[config.mk]
export PLATFORM = sky130hd
export DESIGN_NAME = amy_uart_tx
export DESIGN_NICKNAME = d
export VERILOG_FILES = /design/src/rtl/amy_uart_tx_pkg.sv /design/src/rtl/amy_uart_tx_fifo.sv /design/src/rtl/amy_uart_tx.sv
export SDC_FILE = /design/constraint.sdc
export NUM_CORES = 1
export LEC_CHECK = 0
export BUFFER_PORTS_ARGS = -buffer_cell sky130_fd_sc_hd__clkbuf_2
export CAP_MARGIN = 40
export CORE_MARGIN = 2
export CORE_UTILIZATION = 40
export CTS_CLUSTER_SIZE = 12
export DETAILED_ROUTE_END_ITERATION = 6
export GPL_ROUTABILITY_DRIVEN = 0
export HOLD_SLACK_MARGIN = 0.15
export REMOVE_ABC_BUFFERS = 1
export SLEW_MARGIN = 5
export SYNTH_ARGS = -nofsm -noshare
export SYNTH_HDL_FRONTEND = slang
export SYNTH_SLANG_ARGS = --single-unit
[constraint.sdc]
create_clock -name clk -period 8.3 [get_ports clk]
set_clock_uncertainty 0.2 [all_clocks]
set_input_delay 2.075 -clock clk [delete_from_list [all_inputs] [get_ports clk]]
set_output_delay 2.075 -clock clk [all_outputs]
set_load 0.005 [all_outputs]
[src/rtl/amy_uart_tx_pkg.sv]
// Register map, STATUS/CTRL bit layout and TX FSM encoding shared by the
// UART transmitter RTL, firmware headers and the bench.
package amy_uart_tx_pkg;

  localparam logic [3:0] REG_DATA    = 4'h0;
  localparam logic [3:0] REG_STATUS  = 4'h4;
  localparam logic [3:0] REG_BAUDDIV = 4'h8;
  localparam logic [3:0] REG_CTRL    = 4'hC;

  localparam int STAT_FULL    = 0;
  localparam int STAT_EMPTY   = 1;
  localparam int STAT_BUSY    = 2;
  localparam int STAT_OVF     = 3;
  localparam int STAT_COUNT   = 8;
  localparam int STAT_COUNT_W = 5;

  localparam int CTRL_TX_EN  = 0;
  localparam int CTRL_IRQ_EN = 1;

  typedef enum logic [1:0] {
    TX_IDLE  = 2'd0,
    TX_START = 2'd1,
    TX_DATA  = 2'd2,
    TX_STOP  = 2'd3
  } tx_state_e;

  function automatic logic [31:0] pack_status(input logic full, input logic empty,
                                              input logic busy, input logic ovf,
                                              input logic [STAT_COUNT_W-1:0] count);
    logic [31:0] w;
    w = '0;
    w[STAT_FULL]  = full;
    w[STAT_EMPTY] = empty;
    w[STAT_BUSY]  = busy;
    w[STAT_OVF]   = ovf;
    w[STAT_COUNT +: STAT_COUNT_W] = count;
    return w;
  endfunction

endpackage

[src/rtl/amy_uart_tx_fifo.sv]
// Byte FIFO for the UART transmitter; read data is the head entry (show-ahead).
// A push into a full FIFO is accepted when a pop frees the slot in the same cycle.
module amy_uart_tx_fifo #(
  parameter int FIFO_DEPTH = 8
) (
  input  logic                         clk,
  input  logic                         rst,
  input  logic                         push,
  input  logic                         pop,
  input  logic [7:0]                   wdata,
  output logic [7:0]                   rdata,
  output logic                         full,
  output logic                         empty,
  output logic [$clog2(FIFO_DEPTH):0]  count
);

  localparam int AW = $clog2(FIFO_DEPTH);

  logic [7:0]  mem [FIFO_DEPTH];
  logic [AW:0] wptr;
  logic [AW:0] rptr;
  logic        do_push;
  logic        do_pop;

  // Pointers carry one extra wrap bit so full and empty are distinguishable.
  assign empty   = (wptr == rptr);
  assign full    = (wptr[AW] != rptr[AW]) && (wptr[AW-1:0] == rptr[AW-1:0]);
  assign do_pop  = pop & ~empty;
  assign do_push = push & (~full | do_pop);
  assign count   = wptr - rptr;
  assign rdata   = mem[rptr[AW-1:0]];

  always_ff @(posedge clk or posedge rst) begin
    if (rst) begin
      wptr <= '0;
      rptr <= '0;
    end else begin
      if (do_push) wptr <= wptr + {{AW{1'b0}}, 1'b1};
      if (do_pop)  rptr <= rptr + {{AW{1'b0}}, 1'b1};
    end
  end

  always_ff @(posedge clk) begin
    if (do_push) mem[wptr[AW-1:0]] <= wdata;
  end

endmodule

[src/rtl/amy_uart_tx.sv]
// AHB-Lite UART transmitter: zero-wait register slave feeding a byte FIFO that
// an 8N1 serialiser drains onto txd.
module amy_uart_tx
  import amy_uart_tx_pkg::*;
#(
  parameter int          FIFO_DEPTH   = 8,
  parameter logic [15:0] BAUD_DIV_RST = 16'd433
) (
  input  logic        clk,
  input  logic        rst,
  input  logic        hsel,
  input  logic [3:0]  haddr,
  input  logic [1:0]  htrans,
  input  logic        hwrite,
  input  logic        hready_in,
  input  logic [31:0] hwdata,
  output logic [31:0] hrdata,
  output logic        hreadyout,
  output logic        hresp,
  output logic        txd,
  output logic        tx_irq
);

  localparam int AW = $clog2(FIFO_DEPTH);

  logic [3:0]    addr_p1;
  logic          write_p1;
  logic          vld_p1;
  logic          capture;
  logic          wr_active;
  logic          push;
  logic          pop;
  logic          busy;
  logic          bit_end;
  logic [15:0]   bauddiv;
  logic          tx_en;
  logic          irq_en;
  logic          overflow;
  tx_state_e     state;
  logic [15:0]   baud_cnt;
  logic [2:0]    bit_idx;
  logic [7:0]    tx_byte;
  logic          fifo_full;
  logic          fifo_empty;
  logic [AW:0]   fifo_count;
  logic [7:0]    fifo_rdata;
  logic [31:0]   status_word;
  logic [31:0]   rd_word;
  logic          unused_bits;

  assign hreadyout   = 1'b1;
  assign hresp       = 1'b0;
  assign unused_bits = ^{htrans[0], hwdata[31:16]};

  assign capture   = hsel & htrans[1] & hready_in;
  assign wr_active = vld_p1 & write_p1;
  assign push      = wr_active && (addr_p1 == REG_DATA);
  assign busy      = (state != TX_IDLE);
  assign pop       = (state == TX_IDLE) & tx_en & ~fifo_empty;
  assign bit_end   = (baud_cnt == 16'd0);

  assign status_word = pack_status(fifo_full, fifo_empty, busy, overflow,
                                   STAT_COUNT_W'(fifo_count));

  always_comb begin
    rd_word = '0;
    case (haddr)
      REG_STATUS:  rd_word = status_word;
      REG_BAUDDIV: rd_word = {16'h0, bauddiv};
      REG_CTRL:    rd_word = {30'h0, irq_en, tx_en};
      default:     rd_word = '0;
    endcase
  end

  // Address phase -> data phase: register offset, direction and read data.
  always_ff @(posedge clk or posedge rst) begin
    if (rst) begin
      vld_p1   <= 1'b0;
      write_p1 <= 1'b0;
      addr_p1  <= '0;
      hrdata   <= '0;
    end else begin
      vld_p1 <= capture;
      if (capture) begin
        addr_p1  <= haddr;
        write_p1 <= hwrite;
        if (!hwrite) hrdata <= rd_word;
      end
    end
  end

  // Data phase: register writes and the sticky overflow flag.
  always_ff @(posedge clk or posedge rst) begin
    if (rst) begin
      bauddiv  <= BAUD_DIV_RST;
      tx_en    <= 1'b1;
      irq_en   <= 1'b0;
      overflow <= 1'b0;
    end else begin
      if (wr_active && addr_p1 == REG_BAUDDIV) bauddiv <= hwdata[15:0];
      if (wr_active && addr_p1 == REG_CTRL) begin
        tx_en  <= hwdata[CTRL_TX_EN];
        irq_en <= hwdata[CTRL_IRQ_EN];
      end
      if (push && fifo_full && !pop)
        overflow <= 1'b1;
      else if (wr_active && addr_p1 == REG_STATUS && hwdata[STAT_OVF])
        overflow <= 1'b0;
    end
  end

  amy_uart_tx_fifo #(.FIFO_DEPTH(FIFO_DEPTH)) u_fifo (
    .clk   (clk),
    .rst   (rst),
    .push  (push),
    .pop   (pop),
    .wdata (hwdata[7:0]),
    .rdata (fifo_rdata),
    .full  (fifo_full),
    .empty (fifo_empty),
    .count (fifo_count)
  );

  always_ff @(posedge clk) begin
    if (pop) tx_byte <= fifo_rdata;
  end

  // Serialiser: baud counter reloads from BAUDDIV at each bit boundary.
  always_ff @(posedge clk or posedge rst) begin
    if (rst) begin
      state    <= TX_IDLE;
      txd      <= 1'b1;
      baud_cnt <= '0;
      bit_idx  <= '0;
      tx_irq   <= 1'b0;
    end else begin
      tx_irq <= irq_en & fifo_empty & ~busy;
      case (state)
        TX_IDLE: begin
          if (pop) begin
            state    <= TX_START;
            txd      <= 1'b0;
            baud_cnt <= bauddiv;
          end
        end
        TX_START: begin
          if (bit_end) begin
            state    <= TX_DATA;
            txd      <= tx_byte[0];
            bit_idx  <= '0;
            baud_cnt <= bauddiv;
          end else begin
            baud_cnt <= baud_cnt - 16'd1;
          end
        end
        TX_DATA: begin
          if (bit_end) begin
            baud_cnt <= bauddiv;
            if (bit_idx == 3'd7) begin
              state <= TX_STOP;
              txd   <= 1'b1;
            end else begin
              bit_idx <= bit_idx + 3'd1;
              txd     <= tx_byte[bit_idx + 3'd1];
            end
          end else begin
            baud_cnt <= baud_cnt - 16'd1;
          end
        end
        TX_STOP: begin
          if (bit_end) state    <= TX_IDLE;
          else         baud_cnt <= baud_cnt - 16'd1;
        end
        default: state <= TX_IDLE;
      endcase
    end
  end

endmodule

# Yosys cells after proc, flatten, opt, wreduce, memory -nomap -nowiden
# Memories as Yosys holds them, arrays and structs flattened. A register that Yosys moved wholly into a read port is not among the register bits.
# Index checks and enable logic that the tools add are counted.
# Widths: inputs -> output; s select.
dict set report classes {
  add_sub_neg 5
  bitwise 14
  n_eq_ne 20
  mux 26
  n_reduce_logical 22
  order_cmp 1
}
# operator n
set op_table {}
lappend op_table {{$pmux 16 s3} 2}
lappend op_table {{$mux 16} 3}
lappend op_table {{$eq 4x4->1 const B} 4}
lappend op_table {{$logic_not 16->1} 1}
lappend op_table {{$sub 16x1->16 const B} 1}
lappend op_table {{$ne 2x2->1 const B} 7}
lappend op_table {{$mux 2} 5}
lappend op_table {{$and 1x1->1} 9}
lappend op_table {{$mux 1} 9}
lappend op_table {{$mux 3} 3}
lappend op_table {{$add 4x1->4 const B} 2}
lappend op_table {{$eq 4x3->1 const B} 2}
lappend op_table {{$logic_and 1x1->1} 8}
lappend op_table {{$pmux 2 s4} 1}
lappend op_table {{$reduce_and 4->1} 2}
lappend op_table {{$pmux 3 s2} 1}
lappend op_table {{$reduce_bool 2->1} 3}
lappend op_table {{$reduce_and 5->1} 1}
lappend op_table {{$eq 2x2->1 const B} 2}
lappend op_table {{$eq 4x4->1} 1}
lappend op_table {{$logic_not 4->1} 1}
lappend op_table {{$lt 3x4->1 const B} 1}
lappend op_table {{$not 1->1} 4}
lappend op_table {{$reduce_and 2->1} 2}
lappend op_table {{13 further kinds} 13}
dict set report word_totals {
  wordCells 104
  in_bits 43
  output_inout_bits 36
  ff_bits 88
  mem_bits_rw 64
  memories 1
}
# memory depth word_bits rd rd_ports_with_merged_regs write_ports line_no
set memory_table {}
lappend memory_table {u_fifo.mem 8 8 1 1 1 amy_uart_tx_fifo.sv:19} ;# logic [7:0] mem [FIFO_DEPTH];

# Depth between registers and ports, before layout
dict set report depth {
  depth_word 8
  depth_mapped 11
  mapped_depth_nobuf 8
}

# Hierarchy
# A second synthesis with hierarchy kept.
dict set report hier_totals {
  cells_unflattened 490
  area_unflattened_um2 6682.7
}
# module n_inst seq_area_each_um2 area_per_inst_um2 cells_each
set modules_own_cells {}
lappend modules_own_cells {amy_uart_tx 1 1850.5 3706.1 321}
lappend modules_own_cells {amy_uart_tx_fifo 1 2122.0 2976.6 169}

# Least setup slack after synthesis
# OpenSTA, ideal clock, no wires.
dict set report synth_path {
  path_kind {input to register}
  from {input hready_in}
  to {register hrdata[11]}
  arrival_time_ns 3.420
  path_stages 7
  slack_ns 4.616
  setup_time_ns 0.064
  required_time_ns 8.036
  path_buffers 2
  cell_sequence {nand3_1 > or2_2 > clkbuf_1 > or2_2 > clkbuf_1 > o21ai_0 > a31o_2}
}
dict set report synth_via {
  elab_chain_len 2
}
# element line_no
set synth_rtl {}
lappend synth_rtl {{from (decl)} amy_uart_tx.sv:15} ;# input logic hready_in,
lappend synth_rtl {{$and 1x1->1} amy_uart_tx.sv:55} ;# assign capture = hsel & htrans[1] & hready_in;
lappend synth_rtl {{$reduce_and 2->1 (no source line)} -}
lappend synth_rtl {{to (signal assigned)} amy_uart_tx.sv:87} ;# if (!hwrite) hrdata <= rd_word;
lappend synth_rtl {{to (decl)} amy_uart_tx.sv:17} ;# output logic [31:0] hrdata,
# Every way passes these cells.
# A chain may end at the register's enable or synchronous reset.

# Worst setup path in the final report
dict set report layout_path {
  from {register u_fifo.rptr[2]}
  to {memory u_fifo.mem[6][4] (enable)}
}
dict set report layout_via {
  elab_chain_len 8
  elab_cells_between_ends 11
  classes_between {eq/ne: 2; mux: 2; bitwise: 6; reduce/logical: 1}
}
# element line_no
set layout_rtl {}
lappend layout_rtl {{from (decl)} amy_uart_tx_fifo.sv:21} ;# logic [AW:0] rptr;
lappend layout_rtl {{from (signal assigned)} amy_uart_tx_fifo.sv:39} ;# if (do_pop) rptr <= rptr + {{AW{1'b0}}, 1'b1};
lappend layout_rtl {{$eq 4x4->1} amy_uart_tx_fifo.sv:26} ;# assign empty = (wptr == rptr);
lappend layout_rtl {{$not 1->1} {amy_uart_tx_fifo.sv:28, amy_uart_tx.sv:59}}
lappend layout_rtl {{$and 1x1->1} amy_uart_tx.sv:59} ;# assign pop = (state == TX_IDLE) & tx_en & ~fifo_empty;
lappend layout_rtl {{$and 1x1->1} amy_uart_tx_fifo.sv:28} ;# assign do_pop = pop & ~empty;
lappend layout_rtl {{$or 1x1->1 (*)} amy_uart_tx_fifo.sv:29} ;# assign do_push = push & (~full | do_pop);
lappend layout_rtl {{$and 1x1->1 (*)} amy_uart_tx_fifo.sv:29}
lappend layout_rtl {{$mux 1 (*)} amy_uart_tx_fifo.sv:44} ;# if (do_push) mem[wptr[AW-1:0]] <= wdata;
lappend layout_rtl {{$mux 1 (not written as such) (*)} amy_uart_tx_fifo.sv:44}
lappend layout_rtl {{to (decl)} amy_uart_tx_fifo.sv:19}
# Mark *: on every way between the ends. The rest lies on a longest branch, timed or not.

==> results.toml <==
[status]
status = "complete, no violations"

[clock_network]
htreeDepth = 4
clk_latency_ps = 420
cts_buffers = 17
post_cts_resized = 0
cts-root-buf = "clkbuf_16"
cts_setup_buffers = 0
clk_pin_slew_ps = 60
cts_buffer_depth = 2
clock_sinks = 144
cts_tree = "built"
hold_buffers = 0

[global_route]
grt_pass1_vias = 4415
grt_usage_pct = 17.1
antenna_found_initial = 0
grt_start_max_net_pins = 38
overflow = 0
grt_first_pass_wirelength_um = 23200

[worst_setup_path]
start_kind = "flop"
endpoint_kind = "flop"
critPathArrivalTime_ps = 3790
crit_fanout = 11
worstPathRequired_ps = 8150
critPathKind = "flop to flop"

[cells_and_area]
final_layout_size_suffix_gt1_share_pct = 23.8
syn_to_final_growth_pct = 14.0
multi_input_area_sq_mm = 0.00245
antenna_cells = 0
seqCellArea_sq_mm = 0.00397
final_net_count = 624
final.fill_count = 1433

[synthesis]
yosysTopAreaCellShare_pct = 32.5
synthCells = 525
ys.flop_type = "edfxtp_1"
syn_area_per_cell_sq_um = 12.7
syn_area_sq_mm = 0.00666
yosysWarnings = 0
ys_ff_latch = 144
async_reset_ff_share_pct = 50.0
ys_seq_area_share_pct = 59.7
synth.largest_area_cell = "edfxtp_1"
synth.area.top_cells = "edfxtp_1 32%, dfrtp_1 24%, mux4_2 5.7%"
synth_enable_flop_cells = 72
netlist-cell-type-count = 63
ys_top_cells_by_count = "72 x edfxtp_1, 72 x nand2_1, 65 x dfrtp_1"

[placed_design]
port_buffers = 43
hpwlAfterDp_um = 9980

[detailed_routing]
final_antenna_net_count = 0
vias_per_cell = 5.37
drcViolationCount = 0
routed_wl_um = 14100
drtIter0Drc = 337
wl_per_cell_um = 17.6
first_pass_iters = 5
vias = 4299

[sta]
fin_tns_setup_ps = 0
max_clock_freq_mhz = 253
rsz0062_at_grt = "no"
worst_pin_slew_ps = 863
slew_headroom_pct = 42.3
period_minus_slack_ps = 3950
fin_crit_sh_pct = 47.6
setup_viol = 0
hold_viol = 0
holdWs_ps = 277
maxSlewViolCount = 0

[worst_hold_path]
hold_path.class = "flop to flop"

[pwr]
p_leak_nw = 3.09
cellPowerDensity_mw_per_mm2 = 323
totalPowerFinal_mw = 2.45
vdd_drop_max_mv = 0.173

[floorplanning]
die_height_um = 133
row_count = 47
fp.dieW_um = 133
fp.coreArea_sq_mm = 0.0164
start_util_pct = 40.6
io_pins = 79
design.die.area_sq_mm = 0.0177

[flow_run]
max_cap_viol_count = 0
==> worst paths after layout <==
check	end	slack, ps	from	cells past startpoint
worst max-delay path	u_fifo.mem[6][4]$_DFFE_PP_	4350	u_fifo.rptr[2]$_DFFE_PP0P_	7
worst min-delay path	baud_cnt[8]$_DFFE_PP0P_	280	baud_cnt[8]$_DFFE_PP0P_	1
worst max register to register	u_fifo.mem[6][4]$_DFFE_PP_	4350	u_fifo.rptr[2]$_DFFE_PP0P_	7
worst min register to register	baud_cnt[8]$_DFFE_PP0P_	280	baud_cnt[8]$_DFFE_PP0P_	1
max in group asynchronous	bauddiv[8]$_DFFE_PP1P_	5740	rst	4
min in group asynchronous	write_p1$_DFFE_PP0P_	1530	rst	3
==> state kept, by name, indices dropped and copies added, names as in the netlist <==
name,flops
state,2
hrdata,16
tx_byte,8
baud_cnt,16
irq_en,1
u_fifo.wptr,4
bit_idx,3
u_fifo.mem,64
bauddiv,16
vld_p1,1
txd,1
tx_en,1
write_p1,1
u_fifo.rptr,4
tx_irq,1
overflow,1
addr_p1,4
==> worst max-delay path, cell delays in order (launching register included) <==
cell      delay (ps)
dfrtp_1          620
clkinv_1         420
ha_1             470
nand3_1          200
a211oi_1          90
nor3b_1          670
nand2_1          210
nor2_1           690
==> final cells by class <==
class | instances | area share [%]
tap | 220 | 3.63
clock inverter | 13 | 1.52
sequential | 144 | 52.3
clock buffer | 19 | 5.70
multi-input combinational | 340 | 32.3
timing repair buffer | 49 | 3.69
inverter | 16 | 0.791
==> cell usage in the layout, fill, tap and decap left out, types with 17 or more instances in the layout <==
cell type  netlist  routed
dfrtp_1         65      65
clkbuf_2         0      43
o21ai_0         35      35
clkbuf_16        0      17
mux4_2          17      17
conb_1           2      18
mux2_2          26      26
nand2_1         72      72
edfxtp_1        72      72
nor2_1          22      22
==> through the flow <==
step | utilization [%] | cell area (sq um) | std cells | setup slack, ps
final | 46.3 | 7590 | 801 | 4350
after global routing | 46.3 | 7590 | 801 | 4080
after CTS | 46.3 | 7590 | 801 | 4270
after detailed placement | 42.9 | 7040 | 769 | 4270
after global placement | 42.7 | 7010 | 767 | 4360
after floorplan | - | 6490 | 500 | 4210
==> report_power, final <==
group	internal (mW)	total [mW]	switching [mW]
registers	0.861	0.967	0.106
clock network	0.412	0.703	0.292
logic	0.335	0.783	0.448
==> cell families (layout without fill, tap and decap cells) <==
group / count (synthesis) / after routing / share of synthesized area, %
DFF: 144 / 144 / 59.7
adders and majority gates: 13 / 13 / 2.56
xor gates and xnor gates: 11 / 11 / 1.45
AOI/OAI and AO/OA: 101 / 101 / 10.4
other: 2 / 18 / 0.113
and+or+nand+nor: 151 / 151 / 10.8
muxes: 46 / 46 / 10.6
buffers and inverters: 57 / 97 / 4.40
==> metal layers <==
| layer | vias to the layer above | wire length (um) | global-route usage, % |
|---|---|---|---|
| met5 | - | 0 | 0 |
| met4 | 0 | 319 | 7.17 |
| met3 | 25 | 566 | 3.14 |
| met2 | 123 | 7060 | 28.4 |
| met1 | 2153 | 6180 | 22.1 |
| li1 | 1998 | - | - |
(Power assumes the default switching activity.)
